===== config.mk =====
export PLATFORM = sky130hd
export DESIGN_NAME = pc_source_reg_flat
export DESIGN_NICKNAME = d
export VERILOG_FILES = /design/src/rtl/pc_source_reg_if.sv /design/src/rtl/pc_source_reg.sv /design/src/flat_wrapper.sv
export SDC_FILE = /design/constraint.sdc
export NUM_CORES = 1
export LEC_CHECK = 0
export CAP_MARGIN = 20
export CORE_ASPECT_RATIO = 0.6
export CORE_MARGIN = 2
export CORE_UTILIZATION = 32
export DETAILED_ROUTE_END_ITERATION = 8
export PLACE_DENSITY = 0.78
export RECOVER_POWER = 100
export SYNTH_ARGS = -nofsm -noshare
export SYNTH_HDL_FRONTEND = slang
export SYNTH_SLANG_ARGS = --single-unit

===== constraint.sdc =====
create_clock -name clk -period 2.1 [get_ports clk]
set_input_delay 0.42 -clock clk [delete_from_list [all_inputs] [get_ports clk]]
set_output_delay 0.42 -clock clk [all_outputs]
set_load 0.02 [all_outputs]

===== src/rtl/pc_source_reg_if.sv =====
// Bundle of the PC source selector's request and status signals.
// Latency: none; wires only. Backpressure: none; requests are accepted or rejected each cycle.
// Ports: master = the requester (drives sources, select, write strobes and err_clr);
//        slave  = pc_source_reg (drives pc_out, pc_prev, next_pc, pc_updated and the error flags).
interface pc_source_reg_if #(
  parameter int DATA_W  = 32,
  parameter int NUM_SRC = 5,
  parameter int SEL_W   = 3
);
  logic [NUM_SRC*DATA_W-1:0] src_data;
  logic [SEL_W-1:0]          src_sel;
  logic                      pc_write;
  logic                      pc_write_cond;
  logic                      cond_true;
  logic                      err_clr;
  logic [DATA_W-1:0]         pc_out;
  logic [DATA_W-1:0]         pc_prev;
  logic [DATA_W-1:0]         next_pc;
  logic                      pc_updated;
  logic                      sel_err;
  logic                      align_err;

  modport master (
    output src_data, src_sel, pc_write, pc_write_cond, cond_true, err_clr,
    input  pc_out, pc_prev, next_pc, pc_updated, sel_err, align_err
  );

  modport slave (
    input  src_data, src_sel, pc_write, pc_write_cond, cond_true, err_clr,
    output pc_out, pc_prev, next_pc, pc_updated, sel_err, align_err
  );
endinterface


===== src/rtl/pc_source_reg.sv =====
// PC source selector with program-counter register, previous-PC copy and sticky error flags.
// Latency: next_pc is combinational; a committed write shows on pc_out/pc_prev one cycle later.
// Backpressure: none; every request either commits or raises an error flag in the same cycle.
// Ports: clk (rising edge), rst (async, active-high), bus (pc_source_reg_if.slave):
//   src_data/src_sel select the target, pc_write/pc_write_cond/cond_true request the write,
//   err_clr clears sel_err/align_err; pc_out, pc_prev, pc_updated and the flags are registered.
module pc_source_reg #(
  parameter int              DATA_W      = 32,
  parameter int              NUM_SRC     = 5,
  parameter int              SEL_W       = 3,
  parameter logic [DATA_W-1:0] RESET_PC  = '0,
  parameter bit              ALIGN_CHECK = 1'b1
) (
  input  logic            clk,
  input  logic            rst,
  pc_source_reg_if.slave  bus
);

  logic [DATA_W-1:0] next_pc;
  logic              req;
  logic              sel_ok;
  logic              al_ok;
  logic              commit;

  logic [DATA_W-1:0] pc_q, pc_d;
  logic [DATA_W-1:0] prev_q, prev_d;
  logic              upd_q, upd_d;
  logic              sel_err_q, sel_err_d;
  logic              align_err_q, align_err_d;

  // Explicit compare-per-source mux so an out-of-range select yields 0
  // rather than an out-of-bounds part-select.
  always_comb begin
    next_pc = '0;
    for (int k = 0; k < NUM_SRC; k++) begin
      if (bus.src_sel == SEL_W'(k)) begin
        next_pc = bus.src_data[k*DATA_W +: DATA_W];
      end
    end
  end

  // A false branch condition is simply "no request", never an error.
  assign req    = bus.pc_write | (bus.pc_write_cond & bus.cond_true);
  // One extra bit so NUM_SRC == 2**SEL_W is representable.
  assign sel_ok = ({1'b0, bus.src_sel} < (SEL_W+1)'(NUM_SRC));
  assign al_ok  = (ALIGN_CHECK == 1'b0) || (next_pc[1:0] == 2'b00);
  assign commit = req & sel_ok & al_ok;

  always_comb begin
    pc_d        = pc_q;
    prev_d      = prev_q;
    upd_d       = commit;
    sel_err_d   = sel_err_q;
    align_err_d = align_err_q;

    if (commit) begin
      pc_d   = next_pc;
      prev_d = pc_q;
    end

    // Clear first, then set: a fault in the clearing cycle keeps the flag up.
    if (bus.err_clr) begin
      sel_err_d   = 1'b0;
      align_err_d = 1'b0;
    end
    if (req && !sel_ok) begin
      sel_err_d = 1'b1;
    end
    // Alignment only matters once the select itself is legal.
    if (req && sel_ok && !al_ok) begin
      align_err_d = 1'b1;
    end
  end

  always_ff @(posedge clk or posedge rst) begin
    if (rst) begin
      pc_q        <= RESET_PC;
      prev_q      <= RESET_PC;
      upd_q       <= 1'b0;
      sel_err_q   <= 1'b0;
      align_err_q <= 1'b0;
    end else begin
      pc_q        <= pc_d;
      prev_q      <= prev_d;
      upd_q       <= upd_d;
      sel_err_q   <= sel_err_d;
      align_err_q <= align_err_d;
    end
  end

  assign bus.next_pc    = next_pc;
  assign bus.pc_out     = pc_q;
  assign bus.pc_prev    = prev_q;
  assign bus.pc_updated = upd_q;
  assign bus.sel_err    = sel_err_q;
  assign bus.align_err  = align_err_q;

endmodule


===== src/flat_wrapper.sv =====
// flat-port wrapper written by rule: the top's interface ports become plain ports
module pc_source_reg_flat 
#(
  parameter int              DATA_W      = 32,
  parameter int              NUM_SRC     = 5,
  parameter int              SEL_W       = 3,
  parameter logic [DATA_W-1:0] RESET_PC  = '0,
  parameter bit              ALIGN_CHECK = 1'b1
)
  (clk, rst, bus_src_data, bus_src_sel, bus_pc_write, bus_pc_write_cond, bus_cond_true, bus_err_clr, bus_pc_out, bus_pc_prev, bus_next_pc, bus_pc_updated, bus_sel_err, bus_align_err);
  pc_source_reg_if #(.DATA_W(DATA_W), .NUM_SRC(NUM_SRC), .SEL_W(SEL_W)) bus_i ();
  input  logic clk;
  input  logic rst;
  input wire logic [$bits(bus_i.src_data)-1:0] bus_src_data;
  input wire logic [$bits(bus_i.src_sel)-1:0] bus_src_sel;
  input wire logic [$bits(bus_i.pc_write)-1:0] bus_pc_write;
  input wire logic [$bits(bus_i.pc_write_cond)-1:0] bus_pc_write_cond;
  input wire logic [$bits(bus_i.cond_true)-1:0] bus_cond_true;
  input wire logic [$bits(bus_i.err_clr)-1:0] bus_err_clr;
  output wire logic [$bits(bus_i.pc_out)-1:0] bus_pc_out;
  output wire logic [$bits(bus_i.pc_prev)-1:0] bus_pc_prev;
  output wire logic [$bits(bus_i.next_pc)-1:0] bus_next_pc;
  output wire logic [$bits(bus_i.pc_updated)-1:0] bus_pc_updated;
  output wire logic [$bits(bus_i.sel_err)-1:0] bus_sel_err;
  output wire logic [$bits(bus_i.align_err)-1:0] bus_align_err;
  assign bus_i.src_data = bus_src_data;
  assign bus_i.src_sel = bus_src_sel;
  assign bus_i.pc_write = bus_pc_write;
  assign bus_i.pc_write_cond = bus_pc_write_cond;
  assign bus_i.cond_true = bus_cond_true;
  assign bus_i.err_clr = bus_err_clr;
  assign bus_pc_out = bus_i.pc_out;
  assign bus_pc_prev = bus_i.pc_prev;
  assign bus_next_pc = bus_i.next_pc;
  assign bus_pc_updated = bus_i.pc_updated;
  assign bus_sel_err = bus_i.sel_err;
  assign bus_align_err = bus_i.align_err;
  pc_source_reg #(.DATA_W(DATA_W), .NUM_SRC(NUM_SRC), .SEL_W(SEL_W), .RESET_PC(RESET_PC), .ALIGN_CHECK(ALIGN_CHECK)) u_core (.clk(clk), .rst(rst), .bus(bus_i));
endmodule

==> impl_metrics.toml <==
[final_layout]
nNetsFinal = 742
drive_above_1_share_pct = 39.4
fin_cells = 739
final_common_cell = "clkdlybuf4s50_1"
area_growth_syn_to_layout_pct = 105
fillCellCount = 820
layout_common_cells = "161 x clkdlybuf4s50_1, 67 x dfrtp_1, 57 x buf_4"

[die]
start_util_pct = 33.2
pin_count = 268
die_x_um = 145
die_height_um = 88.5
fp.dieArea_um2 = 12800
placementRows = 30
coreArea_um2 = 11400

[sta]
period_needed_ns = 2.09
setup_viol = 0
rsz0062_at_grt = "true"
slew_violations = 0
slew_headroom_pct = 19.9
finalHoldViolCount = 0
min_period_over_period_pct = 99.4
max_freq_ghz = 0.479
finClkSkew_ns = 0.00713
worst_pin_slew_ns = 1.20

[power_and_ir_drop]
cellInternalPower_mw = 4.63
vdd_drop_max_mv = 0.462
power_frac_clock_pct = 24.0
combPwrFrac_pct = 46.4
p_sw_mw = 2.11
p_total_mw = 6.74
p_sw_share_pct = 31.3
power_density_nw_per_um2 = 864
leakage_nw = 3.94
pwr-share-seq_pct = 29.6

[critical_path]
rrSetupSlack_ns = 1.29
r2r_start = "u_core.bus.pc_out[14]"
crit_end = "bus_next_pc[31]"
worstPathRequired_ns = 1.68
crit_fanout = 2
worst_setup_path_end_kind = "primary output"
worstSetupPathType = "in2out"
reg2reg_depth = 1
reg2reg_to = "u_core.bus.pc_prev[14]"
cp.arrival_ns = 1.67
cp-start-kind = "input pin"
critPathLaunch = "bus_src_data[31]"

[synth]
syn_inst = 238
yosysUniqueCellTypes = 21
synthesis.nets = 407
yosys.area.top_type = "dfrtp_1"
syn_area_um2 = 3800
ys_warn_count = 0
synth_seq_area_share_pct = 44.1
postSynthAreaPerCell_um2 = 16.0
ys_ff_latch = 67
synth_top_area_share_pct = 44.1
synth_area_leaders = "dfrtp_1 44%, mux2_4 19%, mux4_2 18%, a22o_1 6.9%, mux2_2 4.4%"

[global_routing]
grt_pass1_vias = 3907
track_usage_pct = 22.5
grt_pass1_wl_um = 21600
grt_overflow = 0
antenna_found_initial = 1
grt_max_degree = 41

[routing]
routed_wl_um = 14300
firstDrtPassIters = 4
num_vias = 3538
drc = 0
drt_iter0_markers = 101
drtAntennaViolNets = 0
wl_per_cell_um = 19.4
viasPerCell = 4.79

[placed_design]
hpwlAfterDp_um = 10900
place.port_buffers = 267
dpl.cell_count = 687
gp_congestion = 0.859

[cts]
cts_buffer_depth = 2
h-tree-depth = 3
clockRootBuffer = "clkbuf_16"
clk_latency_ns = 0.32
cts_inserted_buffers = 9
cts.reportedPaths.clkPinSlew_ns = 0.05
cts_tree = "yes"
cts.sinks = 67

[run_status]
status = "complete, no violations"

[job]
maxCapViolCount = 0

[worst_hold_path]
hold_path_class = "reg2reg"
hp-start = "u_core.bus.sel_err"
==> state kept, by name, indices dropped and copies added, names as in the netlist <==
register / flops
u_core.bus.align_err: 1
u_core.bus.pc_out: 32
u_core.bus.pc_prev: 32
u_core.bus.pc_updated: 1
u_core.bus.sel_err: 1
==> cell type report <==
type	instances	area, µm²	share of cell area (%)
repair buffers	345	3560	45.6
multi-input cells	144	2010	25.8
flip-flops and latches	67	1680	21.5
clock buffers	10	239	3.06
well taps	160	200	2.56
clock inverters	6	87.6	1.12
inverters	6	23.8	0.304
diodes	1	2.50	0.0321
==> Yosys cell counts (all sizes together) <==
cell and count:
clkbuf 10, o2bb2ai 1, buf 11, a21o 1, nor3 2, mux2 63
a21oi 4, a211oi 1, and2 2, nand2b 1, and3 1, nand3 1
mux4 30, mux2i 2, inv 6, a22o 30, nand3b 3, o21ai 2
dfrtp 67
==> power by group through the flow <==
stage	Combinational [mW]	Sequential, mW	Clock [mW]
4_1_cts	3.10	2.00	1.65
5_1_grt	3.29	2.05	1.74
6_report	3.13	2.00	1.62
3_3_place_gp	2.98	1.98	0
2_1_floorplan	0.940	2.47	0
3_5_place_dp	3.03	2.00	0
==> how the worst min path moves through the flow <==
| stage | to | slack (ns) | cells after the start |
|---|---|---|---|
| 2_1_floorplan | u_core.bus.align_err | 0.57 | 1 |
| 3_3_place_gp | u_core.bus.align_err | 0.47 | 1 |
| 3_5_place_dp | u_core.bus.sel_err | 0.48 | 1 |
| 4_1_cts | u_core.bus.sel_err | 0.50 | 1 |
| 5_1_grt | u_core.bus.sel_err | 0.51 | 1 |
| 6_report | u_core.bus.sel_err | 0.50 | 1 |
==> stage by stage <==
stage	worst slack (ns)	cell area [µm²]	setup TNS [ns]	utilization (%)	hold WS, ns
2_1_floorplan	-0.0743	3810	-4.17	-	0.570
3_3_place_gp	-0.665	6990	-54.48	61.0	0.472
3_5_place_dp	-0.700	6990	-62.38	61.0	0.483
4_1_cts	0.00137	7530	0	65.7	0.495
5_1_grt	-0.0192	7810	-0.0843	68.2	0.511
6_report	0.0122	7810	0	68.2	0.496
==> critical path, cell delays in order <==
cell and delay [ns]:
clkdlybuf4s50_1 0.40, mux4_2 0.46, a22o_1 0.24, buf_6 0.15
==> cells by family (layout without fill, tap and decap cells) <==
family	after synthesis	count (layout)	synth area share, %
flip-flops	67	67	44.1
AND/OR/NAND/NOR	10	10	1.64
buffers and inverters	27	367	4.18
multiplexers	95	95	41.7
other	0	1	0
AO/OA/AOI/OAI	39	39	8.45
==> timing repair <==
action / in CTS / in global routing
gates resized for setup: 205 / 74
buffers inserted: 21 / 13
pin swaps: 16 / 29
hold buffers: 0 / 0
setup endpoints to repair: 97 / 94
cloned: 3 / 1
==> per-layer routing <==
metal / track usage [%] / wire length (µm)
met5: 0 / 0
met4: 3.62 / 91
met3: 7.74 / 1190
met2: 40.4 / 7330
met1: 26.9 / 5730
No activity file was read; power rests on OpenSTA's default activity.
